**src/rtl/tcm_receiver_lane_packer_if.sv**
```systemverilog
// Pixel stream in, paired even/odd lane FIFO writes out.
// master = packer side, slave = sensor/FIFO side.
interface tcm_receiver_lane_packer_if #(
    parameter int unsigned C_PIXEL_WIDTH = 10
);
    logic                     fval;
    logic                     lval;
    logic                     dval;
    logic [C_PIXEL_WIDTH-1:0] pdata;
    logic                     full0;
    logic                     wren0;
    logic [11:0]              wdat0;
    logic                     full1;
    logic                     wren1;
    logic [11:0]              wdat1;

    modport master (
        input  fval, lval, dval, pdata, full0, full1,
        output wren0, wdat0, wren1, wdat1
    );

    modport slave (
        output fval, lval, dval, pdata, full0, full1,
        input  wren0, wdat0, wren1, wdat1
    );
endinterface

```
**src/rtl/tcm_receiver_lane_packer.sv**
```systemverilog
// Splits the sensor pixel stream into even/odd lane FIFO words, always writing
// both lanes as one pair. Word: bit11 SOF (lane0 only), bit10 EOL (lane1 only), 9:0 pixel.
module tcm_receiver_lane_packer #(
    parameter int unsigned C_PIXEL_WIDTH = 10,
    parameter logic [9:0]  C_PAD_VALUE   = 10'd0
) (
    input  logic                              clk,
    input  logic                              reset_n,
    tcm_receiver_lane_packer_if.master        bus,
    output logic                              overflow,
    input  logic                              overflow_clr,
    output logic [15:0]                       line_width,
    output logic [15:0]                       frame_cnt
);
    localparam int unsigned PIX_W     = 10;
    localparam int unsigned WORD_W    = 12;
    localparam int unsigned CNT_W     = 16;
    localparam int unsigned PIX_SHIFT = PIX_W - C_PIXEL_WIDTH;

    typedef enum logic [1:0] {IDLE, FRAME, LINE, DROP} state_t;

    state_t              state, state_nxt;
    logic                fval_q, lval_q;
    logic                sof_armed, sof_armed_nxt;
    logic [CNT_W-1:0]    pix_cnt, pix_cnt_nxt;
    logic                part_vld, part_vld_nxt;
    logic                part_sof, part_sof_nxt;
    logic [PIX_W-1:0]    part_dat, part_dat_nxt;
    logic                pend_vld, pend_vld_nxt;
    logic                pend_sof, pend_sof_nxt;
    logic [PIX_W-1:0]    pend_dat0, pend_dat0_nxt;
    logic [PIX_W-1:0]    pend_dat1, pend_dat1_nxt;
    logic                wren_q, wren_nxt;
    logic [WORD_W-1:0]   wdat0_q, wdat0_nxt;
    logic [WORD_W-1:0]   wdat1_q, wdat1_nxt;
    logic                overflow_nxt;
    logic [CNT_W-1:0]    line_width_nxt;
    logic [CNT_W-1:0]    frame_cnt_nxt;

    logic                fval_rise_c, fval_fall_c, lval_rise_c, lval_fall_c;
    logic                accept_c, full_c, ovf_set_c;
    logic [PIX_W-1:0]    pixel_c;

    assign fval_rise_c = bus.fval & ~fval_q;
    assign fval_fall_c = ~bus.fval & fval_q;
    assign lval_rise_c = bus.lval & ~lval_q;
    assign lval_fall_c = ~bus.lval & lval_q;
    assign accept_c    = bus.fval & bus.lval & bus.dval;
    assign full_c      = bus.full0 | bus.full1;
    // Narrow pixels are left-justified in the 10-bit field
    assign pixel_c     = PIX_W'(bus.pdata) << PIX_SHIFT;

    assign bus.wren0 = wren_q;
    assign bus.wren1 = wren_q;
    assign bus.wdat0 = wdat0_q;
    assign bus.wdat1 = wdat1_q;

    // Next-state, packing and pair-write decisions
    always_comb begin
        state_nxt      = state;
        sof_armed_nxt  = sof_armed;
        pix_cnt_nxt    = pix_cnt;
        part_vld_nxt   = part_vld;
        part_sof_nxt   = part_sof;
        part_dat_nxt   = part_dat;
        pend_vld_nxt   = pend_vld;
        pend_sof_nxt   = pend_sof;
        pend_dat0_nxt  = pend_dat0;
        pend_dat1_nxt  = pend_dat1;
        wren_nxt       = 1'b0;
        wdat0_nxt      = wdat0_q;
        wdat1_nxt      = wdat1_q;
        line_width_nxt = line_width;
        frame_cnt_nxt  = frame_cnt;
        ovf_set_c      = 1'b0;

        case (state)
            IDLE: begin
                if (fval_rise_c) begin
                    state_nxt     = FRAME;
                    sof_armed_nxt = 1'b1;
                end
            end
            FRAME: begin
                if (fval_fall_c) begin
                    state_nxt     = IDLE;
                    frame_cnt_nxt = frame_cnt + CNT_W'(1);
                end else if (lval_rise_c) begin
                    state_nxt    = LINE;
                    pix_cnt_nxt  = '0;
                    part_vld_nxt = 1'b0;
                    pend_vld_nxt = 1'b0;
                end
            end
            LINE: begin
                if (fval_fall_c || lval_fall_c) begin
                    line_width_nxt = pix_cnt;
                    part_vld_nxt   = 1'b0;
                    pend_vld_nxt   = 1'b0;
                    if (fval_fall_c) begin
                        state_nxt     = IDLE;
                        frame_cnt_nxt = frame_cnt + CNT_W'(1);
                    end else begin
                        state_nxt = FRAME;
                    end
                    if (part_vld || pend_vld) begin
                        if (full_c) begin
                            ovf_set_c = 1'b1;
                            // A frame that has already ended goes straight back to IDLE
                            if (!fval_fall_c) state_nxt = DROP;
                        end else if (part_vld) begin
                            wren_nxt  = 1'b1;
                            wdat0_nxt = {part_sof, 1'b0, part_dat};
                            wdat1_nxt = {2'b01, C_PAD_VALUE};
                        end else begin
                            wren_nxt  = 1'b1;
                            wdat0_nxt = {pend_sof, 1'b0, pend_dat0};
                            wdat1_nxt = {2'b01, pend_dat1};
                        end
                    end
                end else if (accept_c) begin
                    if (pix_cnt != '1) pix_cnt_nxt = pix_cnt + CNT_W'(1);
                    if (!part_vld) begin
                        if (pend_vld) begin
                            pend_vld_nxt = 1'b0;
                            if (full_c) begin
                                ovf_set_c = 1'b1;
                                state_nxt = DROP;
                            end else begin
                                wren_nxt  = 1'b1;
                                wdat0_nxt = {pend_sof, 1'b0, pend_dat0};
                                wdat1_nxt = {2'b00, pend_dat1};
                            end
                        end
                        part_vld_nxt  = 1'b1;
                        part_dat_nxt  = pixel_c;
                        part_sof_nxt  = sof_armed;
                        sof_armed_nxt = 1'b0;
                    end else begin
                        pend_vld_nxt  = 1'b1;
                        pend_sof_nxt  = part_sof;
                        pend_dat0_nxt = part_dat;
                        pend_dat1_nxt = pixel_c;
                        part_vld_nxt  = 1'b0;
                    end
                end
            end
            DROP: begin
                if (fval_fall_c) begin
                    state_nxt     = IDLE;
                    frame_cnt_nxt = frame_cnt + CNT_W'(1);
                end
            end
            default: state_nxt = IDLE;
        endcase

        overflow_nxt = overflow_clr ? 1'b0 : (overflow | ovf_set_c);
    end

    // Edge history resets high so a frame already in progress is not seen as a rise
    always_ff @(posedge clk or negedge reset_n) begin
        if (!reset_n) begin
            state      <= IDLE;
            fval_q     <= 1'b1;
            lval_q     <= 1'b1;
            sof_armed  <= 1'b0;
            pix_cnt    <= '0;
            part_vld   <= 1'b0;
            part_sof   <= 1'b0;
            part_dat   <= '0;
            pend_vld   <= 1'b0;
            pend_sof   <= 1'b0;
            pend_dat0  <= '0;
            pend_dat1  <= '0;
            wren_q     <= 1'b0;
            wdat0_q    <= '0;
            wdat1_q    <= '0;
            overflow   <= 1'b0;
            line_width <= '0;
            frame_cnt  <= '0;
        end else begin
            state      <= state_nxt;
            fval_q     <= bus.fval;
            lval_q     <= bus.lval;
            sof_armed  <= sof_armed_nxt;
            pix_cnt    <= pix_cnt_nxt;
            part_vld   <= part_vld_nxt;
            part_sof   <= part_sof_nxt;
            part_dat   <= part_dat_nxt;
            pend_vld   <= pend_vld_nxt;
            pend_sof   <= pend_sof_nxt;
            pend_dat0  <= pend_dat0_nxt;
            pend_dat1  <= pend_dat1_nxt;
            wren_q     <= wren_nxt;
            wdat0_q    <= wdat0_nxt;
            wdat1_q    <= wdat1_nxt;
            overflow   <= overflow_nxt;
            line_width <= line_width_nxt;
            frame_cnt  <= frame_cnt_nxt;
        end
    end
endmodule

```
**src/flat_wrapper.sv**
```systemverilog
// flat-port wrapper written by rule: the top's interface ports become plain ports
module tcm_receiver_lane_packer_flat 
#(
    parameter int unsigned C_PIXEL_WIDTH = 10,
    parameter logic [9:0]  C_PAD_VALUE   = 10'd0
)
  (clk, reset_n, overflow, overflow_clr, line_width, frame_cnt, bus_fval, bus_lval, bus_dval, bus_pdata, bus_full0, bus_full1, bus_wren0, bus_wdat0, bus_wren1, bus_wdat1);
  tcm_receiver_lane_packer_if #(.C_PIXEL_WIDTH(C_PIXEL_WIDTH)) bus_i ();
  input  logic clk;
  input  logic reset_n;
  output logic overflow;
  input  logic overflow_clr;
  output logic [15:0] line_width;
  output logic [15:0] frame_cnt;
  input wire logic [$bits(bus_i.fval)-1:0] bus_fval;
  input wire logic [$bits(bus_i.lval)-1:0] bus_lval;
  input wire logic [$bits(bus_i.dval)-1:0] bus_dval;
  input wire logic [$bits(bus_i.pdata)-1:0] bus_pdata;
  input wire logic [$bits(bus_i.full0)-1:0] bus_full0;
  input wire logic [$bits(bus_i.full1)-1:0] bus_full1;
  output wire logic [$bits(bus_i.wren0)-1:0] bus_wren0;
  output wire logic [$bits(bus_i.wdat0)-1:0] bus_wdat0;
  output wire logic [$bits(bus_i.wren1)-1:0] bus_wren1;
  output wire logic [$bits(bus_i.wdat1)-1:0] bus_wdat1;
  assign bus_i.fval = bus_fval;
  assign bus_i.lval = bus_lval;
  assign bus_i.dval = bus_dval;
  assign bus_i.pdata = bus_pdata;
  assign bus_i.full0 = bus_full0;
  assign bus_i.full1 = bus_full1;
  assign bus_wren0 = bus_i.wren0;
  assign bus_wdat0 = bus_i.wdat0;
  assign bus_wren1 = bus_i.wren1;
  assign bus_wdat1 = bus_i.wdat1;
  tcm_receiver_lane_packer #(.C_PIXEL_WIDTH(C_PIXEL_WIDTH), .C_PAD_VALUE(C_PAD_VALUE)) u_core (.clk(clk), .reset_n(reset_n), .bus(bus_i), .overflow(overflow), .overflow_clr(overflow_clr), .line_width(line_width), .frame_cnt(frame_cnt));
endmodule
```
**config.mk**
```make
export PLATFORM = sky130hd
export DESIGN_NAME = tcm_receiver_lane_packer_flat
export DESIGN_NICKNAME = d
export VERILOG_FILES = /design/src/rtl/tcm_receiver_lane_packer_if.sv /design/src/rtl/tcm_receiver_lane_packer.sv /design/src/flat_wrapper.sv
export SDC_FILE = /design/constraint.sdc
export NUM_CORES = 1
export LEC_CHECK = 0
export BUFFER_PORTS_ARGS = -buffer_cell sky130_fd_sc_hd__buf_2
export CAP_MARGIN = 0
export CELL_PAD_IN_SITES_DETAIL_PLACEMENT = 1
export CELL_PAD_IN_SITES_GLOBAL_PLACEMENT = 1
export CORE_MARGIN = 4
export CORE_UTILIZATION = 47
export CTS_BUF_LIST = sky130_fd_sc_hd__clkbuf_4 sky130_fd_sc_hd__clkbuf_8
export DETAILED_ROUTE_END_ITERATION = 8
export GPL_TIMING_DRIVEN = 0
export PLACE_DENSITY = 0.88
export SYNTH_ARGS = -nofsm -noshare
export SYNTH_HDL_FRONTEND = slang
export SYNTH_SLANG_ARGS = --single-unit
export TNS_END_PERCENT = 10
```
**constraint.sdc**
```tcl
create_clock -name clk -period 2.59 [get_ports clk]
set_input_delay 0.518 -clock clk [delete_from_list [all_inputs] [get_ports clk]]
set_output_delay 0.518 -clock clk [all_outputs]
set_load 0.01 [all_outputs]
```
==> results.ini, run 1 <==
[status]
status = finished, final reports clean

[floorplanning]
die_w_um = 111.2
coreArea_um2 = 10370
dieArea_um2 = 12360
start_util_pct = 48.26
io_pins = 77
rows = 37
die_h_um = 111.2

[sta]
hold_violations = 0
period_share_pct = 81.79
slew_headroom_pct = 48.56
worst-slew-pin-transition_ns = 0.7645
fin_skew_ns = 0.01173
rsz0062_at_grt = false
setup_violations = 0
max_freq_ghz = 0.4721
fin_crit_ns = 2.118
hold-worst-slack_ns = 0.1006
drv_slew = 0

[power_and_ir_drop]
ir_worst_vdd_v = 0.0003528
powerDensity_nw_per_um2 = 777.1
leakagePower_nw = 2.938
finalPower_mw = 4.493

[critical_path]
cp.required_ns = 2.85
cp_top_family = buffers and inverters
critPathArrivalTime_ns = 2.38
cp-start-kind = flop
max_stage_delay_ns = 0.45
r2r_end = u_core.pix_cnt[15]$_DFFE_PN0P_
worst-path-buf-inv = 2
timing.rr.start = u_core.state[0]$_DFFE_PN0P_
crit_slowest_cell = clkbuf_1
criticalPathCategory = flop to flop
path_max_fanout = 10
path_cells = buf_2 -> nand2b_1 -> nor2_1 -> clkbuf_1 -> a31oi_1 -> a311oi_1
worstRegToRegCells = 6
r2r_setup_slack_ns = 0.47
end_kind = flop

[min_path]
hold_path.class = primary input to asynchronous set/reset pin

[detailed_routing]
ant_nets = 0
drc = 0
drt_iter0_drc = 130
drt-total-wl_um = 11660
dr.pass1.iters = 5
drt-vias-per-instance = 5.643
vias = 3617
routedWlPerCell_um = 18.19

[layout]
area_growth_pct = 15.53
layout-drive-gt1-share_pct = 33.66
nets = 520
diodes = 0

[synth]
synth_cell_types = 58
synth-edff-count = 0
ys_warn_count = 0
syn_inst = 413
syn_avg_cell_area_um2 = 12.12
async_flop_share_pct = 100.0
yosys_most_used_dff = dfrtp_1
syn_area_um2 = 5005
ys_seq_area_share_pct = 55.55
yosys_register_bits = 111

[cts]
tritoncts = yes
cts_setup_buffers = 0
numCtsBuffers = 9
clkSinkCount = 111
cts-hold-fix-buffers = 0
ctsResizeCount = 0
clk_latency_ns = 0.37
cts_root_buf = clkbuf_8
clockBufferDepth = 2
htree_levels = 3
clk_pin_slew_worst_paths_ns = 0.11

[grt]
grt_pass1_wl_um = 19940
grt_max_degree = 76
antenna_found_initial = 0
grt.overflow.total = 0
first_global_vias = 3936
grt_usage_pct = 19.85

[place]
port_buffers = 74
place.gp.congestion = 0.8773
hpwlAfterDp_um = 8490

[job]
cap_violations = 0

-- how the worst max path moves through the flow --
stage	slack (ns)	cells after the start	from	to
2_1_floorplan	0.73	6	bus_fval	u_core.bus.wdat0[11]$_DFFE_PN0P_
3_3_place_gp	-0.25	1	reset_n	u_core.bus.wdat0[8]$_DFFE_PN0P_
3_5_place_dp	0.29	8	bus_fval	u_core.bus.wdat1[9]$_DFFE_PN0P_
4_1_cts	0.49	6	u_core.state[0]$_DFFE_PN0P_	u_core.pix_cnt[15]$_DFFE_PN0P_
5_1_grt	0.29	5	u_core.pix_cnt[0]$_DFFE_PN0P_	u_core.pix_cnt[4]$_DFFE_PN0P_
6_report	0.47	6	u_core.state[0]$_DFFE_PN0P_	u_core.pix_cnt[15]$_DFFE_PN0P_
-- flip-flops by register name, summed over array words and instances (netlist names), 2 cells and up --
name               count
u_core.frame_cnt      16
u_core.part_dat       10
u_core.bus.wdat1      11
u_core.line_width     16
u_core.state           2
u_core.pend_dat1      10
u_core.bus.wdat0      11
u_core.pend_dat0      10
u_core.pix_cnt        16
-- synth_stat cells, drive strengths merged (3+ instances only) --
library cell  number  area (um2)
a21o               3       22.52
a21oi             10       50.05
a31o               3       26.28
a31oi              7       43.79
a32o               3       30.03
and3               4       25.02
and4               3       26.28
buf               15       82.58
clkbuf             5       18.77
dfrtp            109        2728
inv               15       56.30
mux2              71       799.5
mux2i             10       100.1
nand2             26       97.59
nand2b             4       25.02
nand3             17       90.09
nand4             11       90.08
nor2              17       63.81
nor3               9       45.04
nor4               7       50.05
o21ai             12       60.05
o311ai             3       26.28
xnor2              7       61.31
xor2               8       70.07
-- report_power, final --
part / internal (mW) / leakage [nW] / switching [mW] / total (mW)
Clock: 0.458 / 0.0977 / 0.610 / 1.07
Sequential: 2.06 / 1.44 / 0.293 / 2.36
Combinational: 0.500 / 1.40 / 0.570 / 1.07
-- routing by layer --
| metal | share of wire, % | track usage [%] |
|---|---|---|
| met1 | 42 | 24.52 |
| met2 | 52 | 35.46 |
| met3 | 3.9 | 4.148 |
| met4 | 1.5 | 4.947 |
| met5 | 0 | 0 |
-- kinds of logic (layout without fill, tap and decap cells) --
logic type	count (synthesis)	in the layout	synth area share [%]
muxes	81	81	17.97
AOI/OAI and AO/OA	59	59	8.325
DFF	111	111	55.55
adders and majority gates	2	2	0.4999
other	1	2	0.07493
and+or+nand+nor	109	109	11.80
buffers and inverters	35	126	3.150
xor gates and xnor gates	15	15	2.625
-- through the flow --
stage               TNS, ns  instance area (um2)  utilization [%]  setup slack, ns  cells
floorplan                 0                 5009                -           0.7335    414
finish                    0                 5782            55.76           0.4717    641
CTS                       0                 5782            55.76           0.4906    641
detailed placement        0                 5579            53.80           0.2931    625
global route              0                 5782            55.76           0.2866    641
global placement     -26.06                 5549            53.51          -0.2456    624
-- final cells by class --
| type | count | area (um2) |
|---|---|---|
| sequential | 111 | 2780 |
| clock buffer | 9 | 123.9 |
| multi-input combinational | 268 | 2071 |
| inverter | 15 | 56.30 |
| clock inverter | 7 | 78.83 |
| fill | 1127 | 4588 |
| tap | 136 | 170.2 |
| buffer | 20 | 101.3 |
| timing repair buffer | 75 | 400.4 |
-- cell usage in the layout, fill, tap and decap left out, types with 4 or more instances in the layout --
| cell | instances |
|---|---|
| nand2_1 | 26 |
| a21oi_1 | 10 |
| dfrtp_1 | 109 |
| nand4_1 | 9 |
| xnor2_1 | 7 |
| buf_2 | 85 |
| o21ai_0 | 11 |
| mux2_1 | 18 |
| clkbuf_8 | 9 |
| inv_1 | 15 |
| nand3_1 | 16 |
| a31oi_1 | 7 |
| xor2_1 | 8 |
| nor2_1 | 17 |
| nand2b_1 | 4 |
| buf_4 | 4 |
| nor4_1 | 6 |
| mux2_2 | 53 |
| mux2i_1 | 10 |
| clkbuf_1 | 5 |
| nor3_1 | 9 |
| and3_1 | 4 |
Power figures use the tool's default switching activity.
==> run 2: changes to the inputs <==
CORE_UTILIZATION = 43   (was 47)
PLACE_DENSITY = 0.85   (was 0.88)
clock period = 1.8 ns   (was 2.59 ns; I/O delays follow)
==> results.ini, run 2 (synthesized netlist as in run 1, its figures left out) <==
[place]
place_inst = 632
placed_area_um2 = 5588
hpwlAfterDp_um = 8403
place.gp.congestion = 0.8494
port_buffers = 74

[critical_path]
timing.rr.start = u_core.fval_q$_DFF_PN1_
crit_slowest_cell = dfstp_2
crit_start = u_core.fval_q$_DFF_PN1_
critPathArrivalTime_ns = 2.11
cp_top_family = multiplexers
worstRegToRegCells = 6
max_stage_delay_ns = 0.55
path_cells = nand2b_1 -> buf_6 -> a21bo_4 -> buf_12 -> mux2_4 -> mux2_2
r2r_end = u_core.bus.wdat0[3]$_DFFE_PN0P_
r2r_setup_slack_ns = -0.03
worst-path-buf-inv = 2
cp.required_ns = 2.08
cp-start-kind = flop
criticalPathCategory = flop to flop
end_kind = flop
path_max_fanout = 10

[layout]
area_growth_pct = 21.40
fin_cells = 652
top_regs = u_core.frame_cnt (16), u_core.line_width (16), u_core.pix_cnt (16)
final_common_cell = dfrtp_1
layout-drive-gt1-share_pct = 41.45
final_cell_mix = dfrtp_1, buf_2, mux2_2
diodes = 0
fin_area_um2 = 6076
nets = 524

[detailed_routing]
ant_nets = 0
drt_iter0_drc = 224
routedWlPerCell_um = 19.35
drt-vias-per-instance = 5.592
drc = 0
drt-total-wl_um = 12620
dr.pass1.iters = 4
vias = 3646

[cts]
tritoncts = yes
htree_levels = 3
clkSinkCount = 111
clk_pin_slew_worst_paths_ns = 0.11
numCtsBuffers = 9
cts_root_buf = clkbuf_8
clk_latency_ns = 0.38
cts-hold-fix-buffers = 0
clockBufferDepth = 2

[status]
status = finished, violations left
violations = setup timing

[power_and_ir_drop]
powerDensity_nw_per_um2 = 1124
p_switching_mw = 2.242
ir_worst_vdd_v = 0.0004814
pwr-share-comb_pct = 26.4
leakagePower_nw = 3.048
sw_frac_of_total_pct = 32.83
p_int_mw = 4.587
clkPwrFrac_pct = 23.5
seqPwrFrac_pct = 50.0

[job]
cap_violations = 0

[floorplanning]
start_util_pct = 43.83
die_h_um = 115.9
io_pins = 77
coreArea_um2 = 11420
dieArea_um2 = 13430
die_w_um = 115.9
rows = 39

[sta]
hold-worst-slack_ns = 0.01062
worst_slack_ns = -0.03276
hold_violations = 0
drv_slew = 0
max_freq_ghz = 0.5456
slew_headroom_pct = 53.22
period_share_pct = 101.8
fin_crit_ns = 1.833
rsz0062_at_grt = true
fin_skew_ns = 0.01295
setup_violations = 10
worst-slew-pin-transition_ns = 0.7018

[grt]
grt_usage_pct = 19.48
grt.overflow.total = 0
first_global_vias = 3996
grt_max_degree = 61
grt_pass1_wl_um = 20440
antenna_found_initial = 0

[min_path]
hold_path.class = primary input to asynchronous set/reset pin

==> run 2: cell count changes in the layout (fill, tap and decap cells not counted), moves of 5 or more <==
cell,before,now
buf_2,85,75
mux2_4,0,10
mux2_1,18,9
buf_4,4,11
dfrtp_1,109,103
dfrtp_2,0,6
buf_6,0,5
clkbuf_1,5,0
clkbuf_4,0,5
==> run 2: area by class of cell <==
class / count / area (um2)
multi-input cells: 268 / 2238
inverters: 15 / 56.30
repair buffers: 80 / 437.9
well taps: 143 / 178.9
fillers: 1212 / 5343
clock inverters: 4 / 53.80
plain buffers: 19 / 163.9
clock buffers: 12 / 158.9
flip-flops and latches: 111 / 2788
==> run 2: worst max path at each step <==
| stage | endpoint | cells after the start |
|---|---|---|
| 2_1_floorplan | u_core.pix_cnt[2]$_DFFE_PN0P_ | 6 |
| 3_3_place_gp | u_core.bus.wdat1[3]$_DFFE_PN0P_ | 1 |
| 3_5_place_dp | u_core.bus.wdat1[4]$_DFFE_PN0P_ | 8 |
| 4_1_cts | u_core.pend_dat1[9]$_DFFE_PN0P_ | 6 |
| 5_1_grt | u_core.pix_cnt[12]$_DFFE_PN0P_ | 6 |
| 6_report | u_core.bus.wdat0[3]$_DFFE_PN0P_ | 6 |
==> run 2: timing repair <==
action,4_1_cts,5_1_grt
endpoints found under the setup margin,75,79
buffers inserted,3,2
pin swaps,3,4
gates resized for setup,39,30
==> run 2: metal layers <==
metal  GRT usage [%]  share of wire, %  vias up
li1                -                 -     1683
met1           23.92                43     1879
met2           34.75                53       69
met3           3.342               3.6       15
met4           6.419               1.2        0
met5               0                 0        -
==> run 2: power groups by stage <==
stage | clock network (mW) | registers (mW) | logic [mW]
3_5_place_dp | 0 | 3.43 | 1.56
5_1_grt | 1.76 | 3.49 | 2.00
2_1_floorplan | 0 | 3.41 | 0.941
3_3_place_gp | 0 | 3.38 | 1.46
4_1_cts | 1.65 | 3.40 | 1.73
6_report | 1.61 | 3.42 | 1.80
==> run 2: per-stage QoR <==
stage	utilization [%]	TNS, ns	power [mW]	setup WS (ns)
final	53.21	-0.2226	6.829	-0.03276
after global routing	53.21	-0.7722	7.243	-0.08978
after CTS	52.24	-1.357	6.774	-0.07631
after detailed placement	48.94	-16.28	4.990	-0.4717
after global placement	48.67	-108.88	4.844	-0.9012
after floorplan	-	0	4.348	0.004429
